`config.mk`:
```
export PLATFORM = sky130hd
export DESIGN_NAME = lector_rtc
export DESIGN_NICKNAME = d
export VERILOG_FILES = /design/src/rtl/lector_rtc_pkg.sv /design/src/rtl/lector_rtc_temporizador.sv /design/src/rtl/lector_rtc.sv
export SDC_FILE = /design/constraint.sdc
export NUM_CORES = 1
export LEC_CHECK = 0
export BUFFER_PORTS_ARGS = -buffer_cell sky130_fd_sc_hd__buf_2
export CAP_MARGIN = 10
export CORE_MARGIN = 5
export CORE_UTILIZATION = 40
export DETAILED_ROUTE_END_ITERATION = 8
export PLACE_DENSITY_LB_ADDON = 0.12
export SLEW_MARGIN = 30
export SYNTH_ARGS = -nofsm -noshare
export SYNTH_HDL_FRONTEND = slang
export SYNTH_SLANG_ARGS = --single-unit
```
`constraint.sdc`:
```
create_clock -name clk -period 2.6 [get_ports clk]
set_clock_uncertainty 0.1 [all_clocks]
set_input_delay 0.13 -clock clk [delete_from_list [all_inputs] [get_ports clk]]
set_output_delay 0.13 -clock clk [all_outputs]
set_load 0.05 [all_outputs]
```
`src/rtl/lector_rtc_pkg.sv`:
```
// Shared constants, state encoding and payload types for the RTC read/write blocks.
package lector_rtc_pkg;

  localparam int unsigned T_CICLO_DEF   = 43;
  localparam int unsigned T_MUESTRA_DEF = 34;

  localparam int unsigned CS_INI = 2;
  localparam int unsigned CS_FIN = 40;
  localparam int unsigned AD_INI = 2;
  localparam int unsigned AD_FIN = 12;
  localparam int unsigned WR_INI = 4;
  localparam int unsigned WR_FIN = 10;
  localparam int unsigned RD_INI = 24;
  localparam int unsigned RD_FIN = 36;

  localparam int unsigned N_REG    = 6;
  localparam int unsigned W_INDICE = 3;
  localparam int unsigned W_DATO   = 8;

  localparam logic [W_DATO-1:0] DIR_SEG_DEF  = 8'h21;
  localparam logic [W_DATO-1:0] DIR_MIN_DEF  = 8'h22;
  localparam logic [W_DATO-1:0] DIR_HOR_DEF  = 8'h23;
  localparam logic [W_DATO-1:0] DIR_DIA_DEF  = 8'h24;
  localparam logic [W_DATO-1:0] DIR_MES_DEF  = 8'h25;
  localparam logic [W_DATO-1:0] DIR_ANIO_DEF = 8'h26;

  typedef enum logic [1:0] {
    ST_IDLE  = 2'd0,
    ST_LEER  = 2'd1,
    ST_LISTO = 2'd2
  } estado_t;

  // Seconds occupy the low byte so the struct lines up with a shadow array indexed 0..5.
  typedef struct packed {
    logic [W_DATO-1:0] anio;
    logic [W_DATO-1:0] mes;
    logic [W_DATO-1:0] dia;
    logic [W_DATO-1:0] horas;
    logic [W_DATO-1:0] minutos;
    logic [W_DATO-1:0] segundos;
  } fecha_t;

  function automatic logic en_ventana(input int unsigned c, input int unsigned lo,
                                      input int unsigned hi);
    return (c >= lo) && (c <= hi);
  endfunction

endpackage

```
`src/rtl/lector_rtc_temporizador.sv`:
```
// Per-transaction clock counter with registered strobe and bus-enable decode.
module temporizador_rtc
  import lector_rtc_pkg::*;
#(
  parameter int unsigned T_CICLO   = T_CICLO_DEF,
  parameter int unsigned T_MUESTRA = T_MUESTRA_DEF
) (
  input  logic i_clk,
  input  logic i_reset,
  input  logic i_activo,
  output logic o_fin_c,
  output logic o_muestra_c,
  output logic o_carga_dir_c,
  output logic o_cs_n,
  output logic o_ad_n,
  output logic o_wr_n,
  output logic o_rd_n,
  output logic o_bus_oe
);

  localparam int unsigned W_CUENTA = $clog2(T_CICLO);

  logic [W_CUENTA-1:0] r_cuenta;
  logic [W_CUENTA-1:0] w_cuenta_sig;
  logic                r_cs_n, r_ad_n, r_wr_n, r_rd_n, r_bus_oe;

  always_comb begin
    w_cuenta_sig = '0;
    if (i_activo && (r_cuenta != W_CUENTA'(T_CICLO - 1)))
      w_cuenta_sig = r_cuenta + W_CUENTA'(1);
  end

  assign o_fin_c       = i_activo && (r_cuenta == W_CUENTA'(T_CICLO - 1));
  assign o_muestra_c   = i_activo && (r_cuenta == W_CUENTA'(T_MUESTRA));
  assign o_carga_dir_c = en_ventana(32'(w_cuenta_sig), AD_INI, AD_FIN);

  // Strobes decode the upcoming count so the registered value lines up with the count itself.
  always_ff @(posedge i_clk) begin
    if (i_reset) begin
      r_cuenta <= '0;
      r_cs_n   <= 1'b1;
      r_ad_n   <= 1'b1;
      r_wr_n   <= 1'b1;
      r_rd_n   <= 1'b1;
      r_bus_oe <= 1'b0;
    end else begin
      r_cuenta <= w_cuenta_sig;
      r_cs_n   <= !en_ventana(32'(w_cuenta_sig), CS_INI, CS_FIN);
      r_ad_n   <= !en_ventana(32'(w_cuenta_sig), AD_INI, AD_FIN);
      r_wr_n   <= !en_ventana(32'(w_cuenta_sig), WR_INI, WR_FIN);
      r_rd_n   <= !en_ventana(32'(w_cuenta_sig), RD_INI, RD_FIN);
      r_bus_oe <= o_carga_dir_c;
    end
  end

  assign o_cs_n   = r_cs_n;
  assign o_ad_n   = r_ad_n;
  assign o_wr_n   = r_wr_n;
  assign o_rd_n   = r_rd_n;
  assign o_bus_oe = r_bus_oe;

endmodule

```
`src/rtl/lector_rtc.sv`:
```
// Reads the six RTC time/date registers in sequence and publishes them atomically.
module lector_rtc
  import lector_rtc_pkg::*;
#(
  parameter int unsigned       T_CICLO   = T_CICLO_DEF,
  parameter int unsigned       T_MUESTRA = T_MUESTRA_DEF,
  parameter logic [W_DATO-1:0] DIR_SEG   = DIR_SEG_DEF,
  parameter logic [W_DATO-1:0] DIR_MIN   = DIR_MIN_DEF,
  parameter logic [W_DATO-1:0] DIR_HOR   = DIR_HOR_DEF,
  parameter logic [W_DATO-1:0] DIR_DIA   = DIR_DIA_DEF,
  parameter logic [W_DATO-1:0] DIR_MES   = DIR_MES_DEF,
  parameter logic [W_DATO-1:0] DIR_ANIO  = DIR_ANIO_DEF
) (
  input  logic              clk,
  input  logic              reset,
  input  logic              enable_lectura,
  input  logic              reset_listo_lectura,
  input  logic [W_DATO-1:0] bus_in_rtc,
  output logic [W_DATO-1:0] bus_out_lectura,
  output logic              bus_oe,
  output logic              cs_n,
  output logic              ad_n,
  output logic              wr_n,
  output logic              rd_n,
  output logic [W_DATO-1:0] segundos,
  output logic [W_DATO-1:0] minutos,
  output logic [W_DATO-1:0] horas,
  output logic [W_DATO-1:0] dia,
  output logic [W_DATO-1:0] mes,
  output logic [W_DATO-1:0] anio,
  output logic              listo_lectura,
  output logic              ocupado
);

  estado_t                       r_estado, w_estado_sig;
  logic                          r_listo, r_ocupado, w_listo_sig, w_ocupado_sig;
  logic [W_INDICE-1:0]           r_indice;
  logic [N_REG-1:0][W_DATO-1:0]  r_sombra;
  fecha_t                        r_fecha;
  logic [W_DATO-1:0]             r_bus_out, w_dir;
  logic                          w_fin_c, w_muestra_c, w_carga_dir_c, w_ultima;

  temporizador_rtc #(
    .T_CICLO   (T_CICLO),
    .T_MUESTRA (T_MUESTRA)
  ) u_temporizador (
    .i_clk         (clk),
    .i_reset       (reset),
    .i_activo      (r_estado == ST_LEER),
    .o_fin_c       (w_fin_c),
    .o_muestra_c   (w_muestra_c),
    .o_carga_dir_c (w_carga_dir_c),
    .o_cs_n        (cs_n),
    .o_ad_n        (ad_n),
    .o_wr_n        (wr_n),
    .o_rd_n        (rd_n),
    .o_bus_oe      (bus_oe)
  );

  assign w_ultima = w_fin_c && (r_indice == W_INDICE'(N_REG - 1));

  always_ff @(posedge clk) begin
    if (reset) begin
      r_estado  <= ST_IDLE;
      r_listo   <= 1'b0;
      r_ocupado <= 1'b0;
    end else begin
      r_estado  <= w_estado_sig;
      r_listo   <= w_listo_sig;
      r_ocupado <= w_ocupado_sig;
    end
  end

  // Acknowledge in LISTO always returns to IDLE; a new start is only considered from IDLE.
  always_comb begin
    w_estado_sig = r_estado;
    case (r_estado)
      ST_IDLE:  if (enable_lectura && !r_listo) w_estado_sig = ST_LEER;
      ST_LEER:  if (w_ultima)                   w_estado_sig = ST_LISTO;
      ST_LISTO: if (reset_listo_lectura)        w_estado_sig = ST_IDLE;
      default:                                  w_estado_sig = ST_IDLE;
    endcase
  end

  always_comb begin
    w_listo_sig   = (w_estado_sig == ST_LISTO);
    w_ocupado_sig = (w_estado_sig == ST_LEER);
  end

  always_comb begin
    w_dir = '0;
    case (r_indice)
      W_INDICE'(0): w_dir = DIR_SEG;
      W_INDICE'(1): w_dir = DIR_MIN;
      W_INDICE'(2): w_dir = DIR_HOR;
      W_INDICE'(3): w_dir = DIR_DIA;
      W_INDICE'(4): w_dir = DIR_MES;
      default:      w_dir = DIR_ANIO;
    endcase
  end

  // Shadows collect one sequence; the visible outputs copy them only when the last transaction ends.
  always_ff @(posedge clk) begin
    if (reset) begin
      r_indice  <= '0;
      r_sombra  <= '0;
      r_fecha   <= '0;
      r_bus_out <= '0;
    end else begin
      if (r_estado == ST_IDLE)
        r_indice <= '0;
      else if (w_fin_c)
        r_indice <= w_ultima ? '0 : r_indice + W_INDICE'(1);
      if (w_muestra_c) begin
        for (int unsigned i = 0; i < N_REG; i++)
          if (r_indice == W_INDICE'(i)) r_sombra[i] <= bus_in_rtc;
      end
      if (w_carga_dir_c)
        r_bus_out <= w_dir;
      if (w_ultima)
        r_fecha <= fecha_t'(r_sombra);
    end
  end

  assign bus_out_lectura = r_bus_out;
  assign listo_lectura   = r_listo;
  assign ocupado         = r_ocupado;
  assign segundos        = r_fecha.segundos;
  assign minutos         = r_fecha.minutos;
  assign horas           = r_fecha.horas;
  assign dia             = r_fecha.dia;
  assign mes             = r_fecha.mes;
  assign anio            = r_fecha.anio;

endmodule
```
==> results of run 1 <==
registers in the layout (all words and copies together), names as in the netlist, 4 cells and up:
register                 flops
minutos                      8
r_sombra                    48
horas                        8
dia                          8
u_temporizador.r_cuenta      6
mes                          8
bus_out_lectura              4
segundos                     8
anio                         8
placed cells by master (no fill, tap or decap), types with 3 or more instances in the layout:
| cell | n |
|---|---|
| xnor2_1 | 4 |
| ha_1 | 7 |
| buf_2 | 70 |
| clkbuf_8 | 6 |
| nand3_1 | 38 |
| a311oi_1 | 3 |
| clkbuf_16 | 17 |
| nor2_1 | 32 |
| nand2_1 | 141 |
| dfxtp_1 | 118 |
| o21ai_0 | 5 |
| clkbuf_1 | 4 |
| nor3_1 | 8 |
| mux2i_1 | 16 |
| conb_1 | 4 |
| inv_1 | 7 |
| dlygate4sd3_1 | 9 |
| buf_4 | 15 |
| a21oi_1 | 93 |
what timing repair did:
item	4_1_cts	5_1_grt
hold buffers	9	0
resized for setup	0	0
endpoints found under the hold margin	35	0
metal layers:
| metal | global-route usage [%] | up-vias | routed length, um |
|---|---|---|---|
| met3 | 6.01 | 7 | 721 |
| met1 | 21.7 | 1875 | 5280 |
| met4 | 6.24 | 0 | 78 |
| met2 | 26.6 | 112 | 5410 |
| li1 | - | 2009 | - |
| met5 | 0 | - | 0 |
cells by family after synthesis:
family / count (synthesis) / share of synthesized area, %
compound gates: 113 / 13.4
fa+ha+maj: 7 / 1.88
other cells: 1 / 0.0805
xor+xnor: 6 / 1.13
mux: 17 / 3.68
simple gates: 243 / 23.6
flops: 118 / 50.7
buf+inv: 49 / 5.48
through the flow:
step / setup slack [ns] / util [%]
final: 0.330 / 50.3
after global routing: 0.104 / 50.3
after global placement: 0.414 / 44.6
after detailed placement: 0.354 / 44.6
after CTS: 0.327 / 50.3
after floorplan: 0.600 / -
power breakdown:
group | switching [mW] | internal [mW] | total (mW)
clock | 0.730 | 1.45 | 2.18
combinational | 0.102 | 0.0329 | 0.134
sequential | 0.00696 | 1.82 | 1.83
synth_stat cells, drive strengths merged (5+ instances only):
master	instances
nor2	33
buf	21
o21ai	5
a21oi	93
dfxtp	118
clkbuf	21
mux2i	16
inv	7
nand2	141
nor3	10
ha	7
nand3	39
final cells by class:
cell class	count	area share [%]
clock buffers	27	9.10
clock inverters	3	0.697
inverters	7	0.457
multi-input cells	390	35.9
flip-flops and latches	118	41.1
well taps	143	3.11
repair buffers	94	9.62
worst max-delay path, cell delays in order (launching register included):
cell,delay (ns)
dfxtp_1,0.52
ha_1,0.40
nand3_1,0.20
a32oi_1,0.41
a31o_2,0.19
nor2_1,0.06
a311oi_1,0.28
worst paths after layout:
check,start,to,slack (ns),cells after the start
setup reg to reg,u_temporizador.r_cuenta[0],bus_out_lectura[1],0.33,6
hold / removal,enable_lectura,r_estado[0],0.13,4
hold reg to reg,r_sombra[38],mes[6],0.35,2
setup / recovery,u_temporizador.r_cuenta[0],bus_out_lectura[1],0.33,6
==> metrics.csv, run 1 <==
metric,value,unit
crit path DAT,2.47,ns
Post-Syn Instances,554,
Final Max Slew Viols,0,
clk sinks,118,
"EDFF count, synth",0,
fin cells,782,
DP Area,5090,um2
DRT iter0 DRCs,237,
relative slew slack,52.1,%
maximum clock rate,0.440,GHz
hpwl dp,7810,um
Die Y,118,um
mean area per synthesized cell,8.41,um2
io pins,75,
outcome,"finished, final reports clean",
vias in the first global route,3854,
htree depth,4,
synthesis-to-finish area growth,23.4,%
area of the multi-input gates,2060,um2
first-pass GRT wire length,19300,um
Setup Buffers After CTS,0,
final setup violation count,0,
Final Total Pwr,4.14,mW
fin nets,647,
final WL,11500,um
crit share post-route,87.3,%
"Reg clk slew, reported paths",0.05,ns
critical path type,reg2reg,
# port buffers,70,
ys flop type,dfxtp_1,
antenna diode count,0,
Power Density,721,nW/um2
Root Driver,clkbuf_16,
worst vdd ir,451,uV
crit path max fanout,11,
pin count of the biggest net entering global routing,72,
Area contributors post-synth,"dfxtp_1, nand2_1, a21oi_1, nand3_1, mux2i_1",
die area,13900,um2
Core Area,11400,um2
latest clock arrival within the worst-skew pair,0.40,ns
via/cell ratio,5.12,
worst hold path type,in2reg,
measured slew at the worst slew-check pin,0.719,ns
Critical Path End Type,register,
die width,118,um
Reg area,2360,um2
Synthesis Warnings,0,
Hold WS,0.132,ns
CP required,2.80,ns
RSZ-0062 raised after global routing,no,
total CTS buffers,17,
drt pass-1 iters,5,
number of fillers in the final layout,1119,
Yosys top cell by area,dfxtp_1,
Detail Route Antenna Nets,0,
Cell Rows,39,
Fin. Hold Viols,0,
Final Instance Area,5750,um2
via count,4003,
top-area cell type share of the netlist area,50.7,%
"Seq/Total Area, Yosys",50.7,%
Post-Synthesis Cell Area,4660,um2
GPL Wtd Cong,0.768,
Pleak,2.14,nW
routed wire length per instance,14.7,um
startpoint types,register,
Placed Cells,743,
total negative slack,0,ns
layout cell share with drive strength beyond 1,19.4,%
Yosys cell types,46,
Max Cap Viol,0,
share of flip-flops with an asynchronous set or reset,0,%
grt ovf,0,
CTS tree,done,
Clock Tree Buf Depth,2,
"flops & latches, synth",118,
gr usage total,17.0,%
initial core utilization,40.8,%
initial antenna violation count,0,
Final min period,2.27,ns
DRC Markers,0,
Note: power is estimated with default switching activity, not from simulation.
==> run 2: changes to the inputs <==
--- a/config.mk
+++ b/config.mk
@@ -11,6 +11,7 @@
 export CORE_UTILIZATION = 40
 export DETAILED_ROUTE_END_ITERATION = 8
 export PLACE_DENSITY_LB_ADDON = 0.12
+export RECOVER_POWER = 100
 export SLEW_MARGIN = 30
 export SYNTH_ARGS = -nofsm -noshare
 export SYNTH_HDL_FRONTEND = slang
==> run 2 against run 1 <==
Compared with the run above:
- worst hold slack barely moved
- via count decreased by 0.95%
- global-route usage is the same
- critical path type unchanged
- largest power group unchanged
==> metrics.csv, run 2 (synthesis gave the netlist of run 1 again) <==
metric,value,unit,change
clock share of power,52.7,%,about the same
Crit path largest cell delay,0.52,ns,about the same
CP required,2.76,ns,-0.04 ns
maximum clock rate,0.429,GHz,-2.6%
final setup violation count,0,,unchanged
Core Area,11400,um2,unchanged
critical path type,reg2reg,,
Clock Tree Buf Depth,2,,unchanged
Setup Buffers After CTS,0,,unchanged
switch share,20.3,%,+0.050 points
Detail Route Antenna Nets,0,,unchanged
R2R setup slack,0.27,ns,-0.06 ns
routed wire length per instance,14.7,um,about the same
"commonest non-fill, non-tap cells in the layout","nand2_1, dfxtp_1, a21oi_1, clkbuf_1, nand3_1",,
Net Switching,841,uW,+0.26%
latest clock arrival within the worst-skew pair,0.40,ns,about the same
vias in the first global route,3854,,unchanged
crit path DAT,2.50,ns,+0.03 ns
Final Instance Area,5630,um2,-2.0%
crit share post-route,89.7,%,+2.4 points
drt pass-1 iters,4,,-1
max FFs per register,48,,unchanged
gr usage total,17.0,%,unchanged
crit path max fanout,11,,unchanged
io pins,75,,unchanged
"commonest non-fill, non-tap cell in the layout",nand2_1,,
worst vdd ir,451,uV,about the same
Critical Path Slowest Stage Cell,and3_1,,
synthesis-to-finish area growth,21.0,%,
"Reg clk slew, reported paths",0.05,ns,about the same
Fin. Hold Viols,0,,unchanged
number of buffer and inverter stages on the critical path,2,,+2
largest reg by FF count,r_sombra,,
Internal,3.30,mW,about the same
Final Max Slew Viols,0,,unchanged
Flop pwr share,44.1,%,about the same
layout cell share with drive strength beyond 1,9.39,%,-10 points
measured slew at the worst slew-check pin,0.717,ns,-0.00200 ns
via/cell ratio,5.07,,-0.95%
pin count of the biggest net entering global routing,72,,unchanged
Pleak,1.88,nW,-12%
combinational share of power,3.2,%,about the same
htree depth,4,,unchanged
clk sinks,118,,unchanged
final WL,11500,um,about the same
GPL Wtd Cong,0.768,,unchanged
total CTS buffers,17,,unchanged
Root Driver,clkbuf_16,,
Cell Rows,39,,unchanged
relative slew slack,52.2,%,+0.13 points
fin nets,647,,unchanged
DRT iter0 DRCs,244,,+3.0%
worst hold path type,in2reg,,
grt ovf,0,,unchanged
outcome,"finished, final reports clean",,
first-pass GRT wire length,19300,um,unchanged
DRC Markers,0,,unchanged
Power Density,735,nW/um2,+2.0%
Max Cap Viol,0,,unchanged
die area,13900,um2,unchanged
Final min period,2.33,ns,+0.0615 ns
RSZ-0062 raised after global routing,no,,
hpwl dp,7810,um,unchanged
total negative slack,0,ns,unchanged
# port buffers,70,,unchanged
antenna diode count,0,,unchanged
"delay-heaviest family, CP",simple AND/OR/NAND/NOR gates,,
critical path cell sequence,inv_1 > ha_1 > nand4bb_1 > clkbuf_1 > nor3_4 > and3_1 > mux2i_1 > nor2_1,,
initial antenna violation count,0,,unchanged
Critical Path End Type,register,,
startpoint types,register,,
via count,3965,,-0.95%
initial core utilization,40.8,%,unchanged
CTS tree,done,,
Die Y,118,um,unchanged
die width,118,um,unchanged
DP Area,5090,um2,unchanged
==> run 2: cell types whose count changed in the layout (fill, tap and decap cells not counted) <==
cell / before / now
buf_2: 70 / 12
and3_1: 2 / 3
nor4_4: 2 / 1
and3_4: 1 / 0
nor3_1: 8 / 9
clkbuf_2: 0 / 2
buf_4: 15 / 10
nor4_1: 0 / 1
nor3_2: 1 / 0
clkbuf_1: 4 / 65
==> run 2: path summary, 6_finish.rpt <==
kind / to / start / depth (start not counted)
max: r_sombra[38] / u_temporizador.r_cuenta[0] / 8
min: r_estado[0] / enable_lectura / 4
max reg2reg: r_sombra[38] / u_temporizador.r_cuenta[0] / 8
min reg2reg: mes[4] / r_sombra[36] / 2
==> run 2: metrics by stage <==
step	hold slack (ns)	utilization (%)	worst slack, ns	cells	power (mW)
floorplan	0.177	-	0.600	557	1.95
global placement	0.336	44.6	0.414	743	1.98
detailed placement	0.345	44.6	0.354	743	1.99
CTS	0.115	50.3	0.327	782	4.20
global route	0.165	49.3	0.0518	782	4.30
finish	0.132	49.3	0.268	782	4.14
==> run 2: timing repair <==
action                                 4_1_cts  5_1_grt
endpoints found under the hold margin       35        0
hold buffers                                 9        0
gates resized for setup                      0        0
==> run 2: power groups by stage <==
stage / clock, mW / combinational (mW) / sequential, mW
floorplan: 0 / 0.0721 / 1.87
global placement: 0 / 0.124 / 1.86
detailed placement: 0 / 0.124 / 1.86
CTS: 2.24 / 0.134 / 1.82
global route: 2.33 / 0.143 / 1.82
finish: 2.18 / 0.133 / 1.83
==> run 2: final cells by class <==
class | instances | area (um2)
fillers | 1157 | 5790
inverters | 7 | 26.3
clock inverters | 3 | 40.0
well taps | 143 | 179
multi-input cells | 390 | 2040
flip-flops and latches | 118 | 2360
clock buffers | 27 | 523
repair buffers | 94 | 464
==> run 2: worst min-delay path, cell delays in order <==
cell and delay, ns:
buf_2 0.10, nor3b_1 0.13, a21oi_1 0.16, nor3_1 0.06
==> run 2: metal layers <==
layer,wire (um),global-route usage [%]
met1,5370,21.7
met2,5310,26.6
met3,646,6.01
met4,175,6.24
met5,0,0
